==> src/rtl/display_7_seg_mux.sv <==
// Time-multiplexed driver for common-anode 7-segment arrays with PWM brightness,
// leading-zero suppression, an anti-ghosting guard cycle and frame-coherent input capture.
module display_7_seg_mux #(
  parameter int unsigned NUM_DIGITS = 8,
  parameter int unsigned SUB_TICKS  = 6250
) (
  input  logic                    CLK,
  input  logic                    RST,
  input  logic [4*NUM_DIGITS-1:0] digits,
  input  logic [NUM_DIGITS-1:0]   dp,
  input  logic [NUM_DIGITS-1:0]   blank,
  input  logic                    lz_suppress,
  input  logic [3:0]              brightness,
  output logic [7:0]              SEG,
  output logic [NUM_DIGITS-1:0]   DIGIT,
  output logic                    frame_tick
);

  localparam int unsigned SubW = (SUB_TICKS > 1) ? $clog2(SUB_TICKS) : 1;
  localparam int unsigned PosW = $clog2(NUM_DIGITS);
  localparam logic [SubW-1:0] SubLast = SubW'(SUB_TICKS - 1);
  localparam logic [PosW-1:0] PosLast = PosW'(NUM_DIGITS - 1);

  logic [SubW-1:0] sub_cnt_q, sub_cnt_d;
  logic [3:0]      phase_q, phase_d;
  logic [PosW-1:0] pos_q, pos_d;

  logic [4*NUM_DIGITS-1:0] digits_snap_q, digits_snap_d;
  logic [NUM_DIGITS-1:0]   dp_snap_q, dp_snap_d;
  logic [NUM_DIGITS-1:0]   blank_snap_q, blank_snap_d;
  logic                    lz_snap_q, lz_snap_d;
  logic [3:0]              bright_snap_q, bright_snap_d;

  logic [7:0]            seg_q, seg_d;
  logic [NUM_DIGITS-1:0] digit_q, digit_d;
  logic                  frame_tick_q, frame_tick_d;

  logic                  sub_wrap, phase_wrap, slot_start, frame_start;
  logic [NUM_DIGITS-1:0] supp;
  logic [3:0]            cur_val;
  logic                  cur_dark;
  logic [6:0]            dec;

  always_comb begin
    sub_wrap    = (sub_cnt_q == SubLast);
    phase_wrap  = (phase_q == 4'd15);
    slot_start  = (sub_cnt_q == '0) && (phase_q == 4'd0);
    frame_start = slot_start && (pos_q == '0);

    sub_cnt_d = sub_wrap ? '0 : sub_cnt_q + 1'b1;
    phase_d   = sub_wrap ? phase_q + 4'd1 : phase_q;
    pos_d     = pos_q;
    if (sub_wrap && phase_wrap) begin
      pos_d = (pos_q == PosLast) ? '0 : pos_q + 1'b1;
    end
  end

  // The _d snapshot equals the live inputs on the frame-start cycle, so the first
  // output cycle of a frame already reflects the freshly captured values.
  always_comb begin
    digits_snap_d = frame_start ? digits      : digits_snap_q;
    dp_snap_d     = frame_start ? dp          : dp_snap_q;
    blank_snap_d  = frame_start ? blank       : blank_snap_q;
    lz_snap_d     = frame_start ? lz_suppress : lz_snap_q;
    bright_snap_d = frame_start ? brightness  : bright_snap_q;
  end

  always_comb begin
    logic zero_above;
    zero_above = 1'b1;
    supp       = '0;
    for (int p = NUM_DIGITS - 1; p >= 0; p--) begin
      zero_above = zero_above && (digits_snap_d[4*p +: 4] == 4'd0);
      supp[p]    = lz_snap_d && zero_above && (p != 0);
    end
  end

  always_comb begin
    cur_val  = digits_snap_d[{pos_q, 2'b00} +: 4];
    cur_dark = blank_snap_d[pos_q] | supp[pos_q];
    unique case (cur_val)
      4'h0: dec = 7'h40;
      4'h1: dec = 7'h79;
      4'h2: dec = 7'h24;
      4'h3: dec = 7'h30;
      4'h4: dec = 7'h19;
      4'h5: dec = 7'h12;
      4'h6: dec = 7'h02;
      4'h7: dec = 7'h78;
      4'h8: dec = 7'h00;
      4'h9: dec = 7'h10;
      4'hA: dec = 7'h08;
      4'hB: dec = 7'h03;
      4'hC: dec = 7'h46;
      4'hD: dec = 7'h21;
      4'hE: dec = 7'h06;
      default: dec = 7'h0E;
    endcase
  end

  always_comb begin
    seg_d = cur_dark ? 8'hFF : {~dp_snap_d[pos_q], dec};
    if (slot_start || cur_dark || (phase_q > bright_snap_d)) begin
      digit_d = '1;
    end else begin
      digit_d = ~(NUM_DIGITS'(1) << pos_q);
    end
    frame_tick_d = frame_start;
  end

  always_ff @(posedge CLK) begin
    if (RST) begin
      sub_cnt_q     <= '0;
      phase_q       <= '0;
      pos_q         <= '0;
      digits_snap_q <= '0;
      dp_snap_q     <= '0;
      blank_snap_q  <= '0;
      lz_snap_q     <= 1'b0;
      bright_snap_q <= '0;
      seg_q         <= 8'hFF;
      digit_q       <= '1;
      frame_tick_q  <= 1'b0;
    end else begin
      sub_cnt_q     <= sub_cnt_d;
      phase_q       <= phase_d;
      pos_q         <= pos_d;
      digits_snap_q <= digits_snap_d;
      dp_snap_q     <= dp_snap_d;
      blank_snap_q  <= blank_snap_d;
      lz_snap_q     <= lz_snap_d;
      bright_snap_q <= bright_snap_d;
      seg_q         <= seg_d;
      digit_q       <= digit_d;
      frame_tick_q  <= frame_tick_d;
    end
  end

  assign SEG        = seg_q;
  assign DIGIT      = digit_q;
  assign frame_tick = frame_tick_q;

endmodule

==> config.mk <==
export PLATFORM = sky130hd
export DESIGN_NAME = display_7_seg_mux
export DESIGN_NICKNAME = d
export VERILOG_FILES = /design/src/rtl/display_7_seg_mux.sv
export SDC_FILE = /design/constraint.sdc
export NUM_CORES = 1
export LEC_CHECK = 0
export CAP_MARGIN = 10
export CORE_MARGIN = 4
export CORE_UTILIZATION = 35
export DETAILED_ROUTE_END_ITERATION = 7
export DONT_BUFFER_PORTS = 1
export GPL_ROUTABILITY_DRIVEN = 0
export RECOVER_POWER = 25
export SETUP_SLACK_MARGIN = 0.15
export SLEW_MARGIN = 20
export SYNTH_ARGS = -nofsm -noshare
export SYNTH_HDL_FRONTEND = slang
export SYNTH_SLANG_ARGS = --single-unit
export TNS_END_PERCENT = 5
==> constraint.sdc <==
create_clock -name CLK -period 13.2 [get_ports CLK]
set_input_delay 1.32 -clock CLK [delete_from_list [all_inputs] [get_ports CLK]]
set_output_delay 1.32 -clock CLK [all_outputs]
set_load 0.01 [all_outputs]
==> results.txt, run 1 <==
Ys Warns - 0
#FFs+latches synth - 90
WS Path Type - flop to flop
starting density of the core - 35.6%
DRT iter0 DRCs - 263
Detailed Place HPWL - 8.51 mm
Final Core Density - 38.6%
pin count of the biggest net entering global routing - 64
Reg clk slew, reported paths - 0.07 ns
crit-path most repeated cell - mux4_2
sequential area share after synthesis - 40.2%
CP cell instances - inv_1 > ha_1 > nor2b_1 > nand3_4 > mux4_2 > mux4_2 > or3_1 > nor3_4 > nand3_1
via count - 3645
clock tree root driver cell - clkbuf_16
Peak VDD IR - 67.4 µV
TritonCTS buffer count - 9
Worst slew margin - 41.6%
Setup crit start kind - flop
CP Data Required Time - 13.40 ns
number of fill cells - 1275
critical path's slowest cell - nand3_4
CP Capture Type - flop
drt pass-1 iters - 5
row count - 41
clock sink count - 90
I/O pins - 72
met3 global-route usage - 5.73%
share of the synthesized area in the top cell type - 40.2%
Vias per Instance - 5.43
grt met2 use - 26.2%
Die ar. - 14700 µm²
clk buf depth - 2
grt ovf - 0
min cycle time layout - 5.34 ns
Setup Buffers After CTS - 0
Routed WL - 11.7 mm
area leader, netlist - dfxtp_1
RSZ-0062 raised after global routing - no
status - completed
first-pass GRT wire length - 18.8 mm
total negative slack - 0 ns
Synth Net Count - 589
number of I/O port buffers - 0
CTS tree - yes
synthesized area per cell - 8.73 µm²
Total GRT Usage - 16.3%
Worst-Margin Slew - 0.855 ns
Post-synth EDFFs - 0
hold-fix buffers at CTS - 0
async set-reset flop share out of synthesis - 0%
fin crit share - 40.4%
Synth cell types - 54
Chip Height - 121 µm
Synth-to-Final Area Change - 8.38%
final hold viol count - 0
Leak - 1.84 nW
vias in the first global route - 3625
crit path max fanout - 51
setup violators final - 0
Mapped Area - 4480 µm²
Sequential Area - 1800 µm²
layout cell share with drive strength beyond 1 - 6.81%
pwr dens - 136 nW/µm²
Multi-input gate area - 2480 µm²
critical path arrival - 5.54 ns
H-tree lvl count - 3
Die X - 121 µm
Commonest cells post-synth - dfxtp_1 (90), nand2_1 (90), a21oi_1 (51), nor2_1 (42), clkbuf_1 (27)
core area - 12600 µm²
ant diodes - 0
max incr delay on CP - 0.73 ns
Critical path buffers and inverters - 1
Final Net Count - 570
global-route met1 utilization - 20.5%
fmax - 0.187 GHz
max-cap violations - 0
GR peak layer - met2
Top delay family on crit path - simple AND/OR/NAND/NOR gates
post_cts resized - 0
initial antenna violation count - 0
Worst Hold Class - flop to flop
Synth Instances - 513
Synth area leaders - dfxtp_1 (40%), nand2_1 (7.5%), ha_1 (5.9%), a21oi_1 (5.7%), mux4_2 (4.5%)
Final Max Tran Viols - 0
antenna viol nets, final - 0
Worst Skew - 0.00683 ns
DR WL/cell - 17.4 µm
Remaining DRCs - 0
worst skew pair latency - 0.34 ns
dominant synthesized flop cell - dfxtp_1
## layout by cell type, fill, tap and decap left out, types with 3 or more instances in the layout
master / instances
a21oi_1: 51
a221o_1: 4
a31oi_1: 3
and4_1: 4
clkbuf_16: 9
clkinv_4: 3
dfxtp_1: 90
ha_1: 21
inv_1: 16
mux2_2: 3
mux2i_1: 17
mux4_1: 3
mux4_2: 9
nand2_1: 90
nand3_1: 15
nand4_1: 10
nor2_1: 42
nor2b_1: 5
nor3_1: 8
nor4_1: 17
o211ai_1: 4
o21ai_0: 15
xnor2_1: 7
xor2_1: 7
## layout make-up
class / count / area share, %
multi-input combinational: 375 / 51.0
sequential: 90 / 37.1
clock buffer: 10 / 4.92
tap: 172 / 4.43
inverter: 17 / 1.31
clock inverter: 6 / 1.03
timing repair buffer: 1 / 0.155
## per-layer routing
metal / wire (µm) / up-vias
met5: 0 / -
met4: 162 / 0
met3: 1120 / 15
met2: 5520 / 106
met1: 4860 / 1731
li1: - / 1793
## sequential cells by signal (all words and copies together) (netlist names)
register and count:
pos_q 3, SEG 8, phase_q 4, dp_snap_q 8, DIGIT 8, bright_snap_q 4
digits_snap_q 32, sub_cnt_q 13, lz_snap_q 1, blank_snap_q 8, frame_tick 1
## power by group
part	internal (W)	total [W]	switching, W
sequential	0.000293	0.000307	0.0000144
clock	0.000134	0.000246	0.000112
combinational	0.0000448	0.000105	0.0000600
total	0.000472	0.000658	0.000186
## stage by stage
stage	instance area, µm²	cells	hold WS [ns]	setup slack, ns	total power [W]
CTS	4860	671	0.449	7.90	0.000664
finish	4850	671	0.449	7.86	0.000658
global placement	4570	655	0.429	8.05	0.000415
detailed placement	4570	655	0.439	7.91	0.000418
global route	4850	671	0.473	7.43	0.000689
floorplan	4480	513	0.427	9.04	0.000397
## cells by family (layout without fill, tap and decap cells)
logic type | Yosys count | after routing | share of synthesized area [%]
simple gates | 209 | 209 | 22.6
flops | 90 | 90 | 40.2
buf+inv | 48 | 34 | 4.39
fa+ha+maj | 21 | 21 | 5.87
mux | 32 | 32 | 10.8
xor+xnor | 14 | 14 | 2.74
compound gates | 99 | 99 | 13.3
## path summary, 6_finish.rpt
| kind | start | end | slack (ns) | cells after the start |
|---|---|---|---|---|
| setup / recovery | pos_q[1] | DIGIT[4] | 7.86 | 9 |
| hold reg to reg | blank_snap_q[3] | blank_snap_q[3] | 0.45 | 2 |
| setup reg to reg | pos_q[1] | DIGIT[4] | 7.86 | 9 |
| hold / removal | blank_snap_q[3] | blank_snap_q[3] | 0.45 | 2 |
## worst reg2reg max path: cells and delay by family, from the launching register on
kind / cells / cell delay, ns
buf+inv: 1 / 0.62
mux: 2 / 1.22
simple gates: 5 / 2.43
flops: 1 / 0.57
fa+ha+maj: 1 / 0.34
Power figures use the tool's default switching activity.
==> run 2, diff against run 1 <==
==> constraint.sdc (replaced) <==
create_clock -name CLK -period 5.4 [get_ports CLK]
set_input_delay 0.54 -clock CLK [delete_from_list [all_inputs] [get_ports CLK]]
set_output_delay 0.54 -clock CLK [all_outputs]
set_load 0.01 [all_outputs]
==> run 2 against run 1 <==
Net effect:
- the run now ends with capacitance limit, slew limit left
- setup slack got worse by 6.7 ns
- non-clock buffer count rose by 4
- hold slack got worse by 0.18 ns
- die area did not move
- first-iteration DRC count did not move
- critical path depth rose by 2
- clock skew rose by 0.0036 ns
- total power rose by 150%
- count of clock-buffer cells in the layout did not move
- global-route usage fell by 0.19 points
- combinational power rose by 140%
- critical endpoint is now SEG[0]
==> results.txt, run 2 (synthesis results as in run 1) <==
crit path max fanout - 34
Largest register FFs - 32
Total GRT Usage - 16.1%
commonest cells after routing, fill and taps aside - dfxtp_1 (90), nand2_1 (90), a21oi_1 (51)
Worst Hold Class - input pin to flop
hold-fix buffers at CTS - 0
Worst Skew - 0.0104 ns
Worst-Margin Slew - 1.56 ns
failing checks - capacitance limit, slew limit
max-cap violations - 1
RSZ-0062 raised after global routing - no
initial antenna violation count - 0
Largest regs - digits_snap_q (32), sub_cnt_q (13)
total negative slack - 0 ns
Routed WL - 11.5 mm
placed cell count - 659
Synth-to-Final Area Change - 9.13%
number of I/O port buffers - 0
Detailed Place HPWL - 8.52 mm
drt pass-1 iters - 5
Final Max Tran Viols - 35
via count - 3678
Die X - 121 µm
row count - 41
final hold viol count - 0
I/O pins - 72
status - finished with violations
critical path arrival - 4.48 ns
design area - 4890 µm²
setup violators final - 0
Vias per Instance - 5.45
CTS tree - yes
pin count of the biggest net entering global routing - 64
Final Net Count - 574
WS Path Type - flop to flop
Leak - 1.86 nW
Largest Register - digits_snap_q
Setup crit start kind - flop
DR WL/cell - 17.0 µm
CP Data Required Time - 5.63 ns
worst r2r path cells - 11
min cycle time layout - 4.25 ns
number of fill cells - 1288
starting density of the core - 35.6%
Die ar. - 14700 µm²
layout cell share with drive strength beyond 1 - 7.36%
pwr dens - 333 nW/µm²
Worst slew margin - -3.83%
Remaining DRCs - 0
WHS Path Cells - 1
clk buf depth - 2
vias in the first global route - 3546
DRT iter0 DRCs - 263
clock tree root driver cell - clkbuf_16
Finished Layout Cells - 675
fmax - 0.235 GHz
clock sink count - 90
CP Capture Type - flop
Peak VDD IR - 146 µV
fin crit share - 78.7%
Setup Buffers After CTS - 0
core area - 12600 µm²
Reg clk slew, reported paths - 0.07 ns
H-tree lvl count - 3
TritonCTS buffer count - 9
first-pass GRT wire length - 18.4 mm
Chip Height - 121 µm
grt ovf - 0
ant diodes - 0
post_cts resized - 0
Placed Area - 4600 µm²
antenna viol nets, final - 0
worst skew pair latency - 0.35 ns
run 2: through the flow:
stage | total power (W) | utilization, % | worst slack, ns | hold WS, ns
finish | 0.00163 | 38.9 | 1.15 | 0.270
floorplan | 0.000971 | - | 1.24 | 0.427
global placement | 0.00101 | 36.6 | 1.37 | 0.432
CTS | 0.00164 | 39.0 | 1.25 | 0.251
global route | 0.00171 | 38.9 | 0.816 | 0.256
detailed placement | 0.00102 | 36.6 | 1.26 | 0.438
run 2: report_power, final:
part           switching, W  leakage [nW]  internal [W]
sequential        0.0000349         0.739      0.000716
clock              0.000263         0.139      0.000359
combinational      0.000144         0.985      0.000110
total              0.000443          1.86       0.00119
run 2: layer usage:
metal  track usage, %  wire [µm]  vias to the layer above
met3             6.01       1040                       14
met4             5.74        214                        0
li1                 -          -                     1803
met5                0          0                        -
met1             20.2       4900                     1740
met2             25.3       5330                      121
run 2: final timing paths:
path	slack, ns	start	to
hold / removal	0.27	RST	bright_snap_q[2]
setup / recovery	1.15	pos_q[1]	SEG[0]
setup reg to reg	1.15	pos_q[1]	SEG[0]
hold reg to reg	0.45	blank_snap_q[1]	blank_snap_q[1]
run 2: cell type report:
cell class | instances | area (µm²) | share of cell area (%)
tap | 172 | 215 | 4.40
clock inverter | 6 | 67.6 | 1.38
clock buffer | 10 | 229 | 4.68
multi-input combinational | 375 | 2480 | 50.7
sequential | 90 | 1800 | 36.9
timing repair buffer | 5 | 33.8 | 0.691
inverter | 17 | 63.8 | 1.31
run 2: critical path, stage by stage (launching register included):
cell	delay [ns]
dfxtp_1	0.56
inv_1	0.17
ha_1	0.26
nor2b_1	0.29
buf_4	0.23
and3_1	0.18
clkbuf_1	1.13
o21ai_0	0.34
and4_1	0.41
nor3_1	0.30
a22o_1	0.18
o21bai_1	0.07
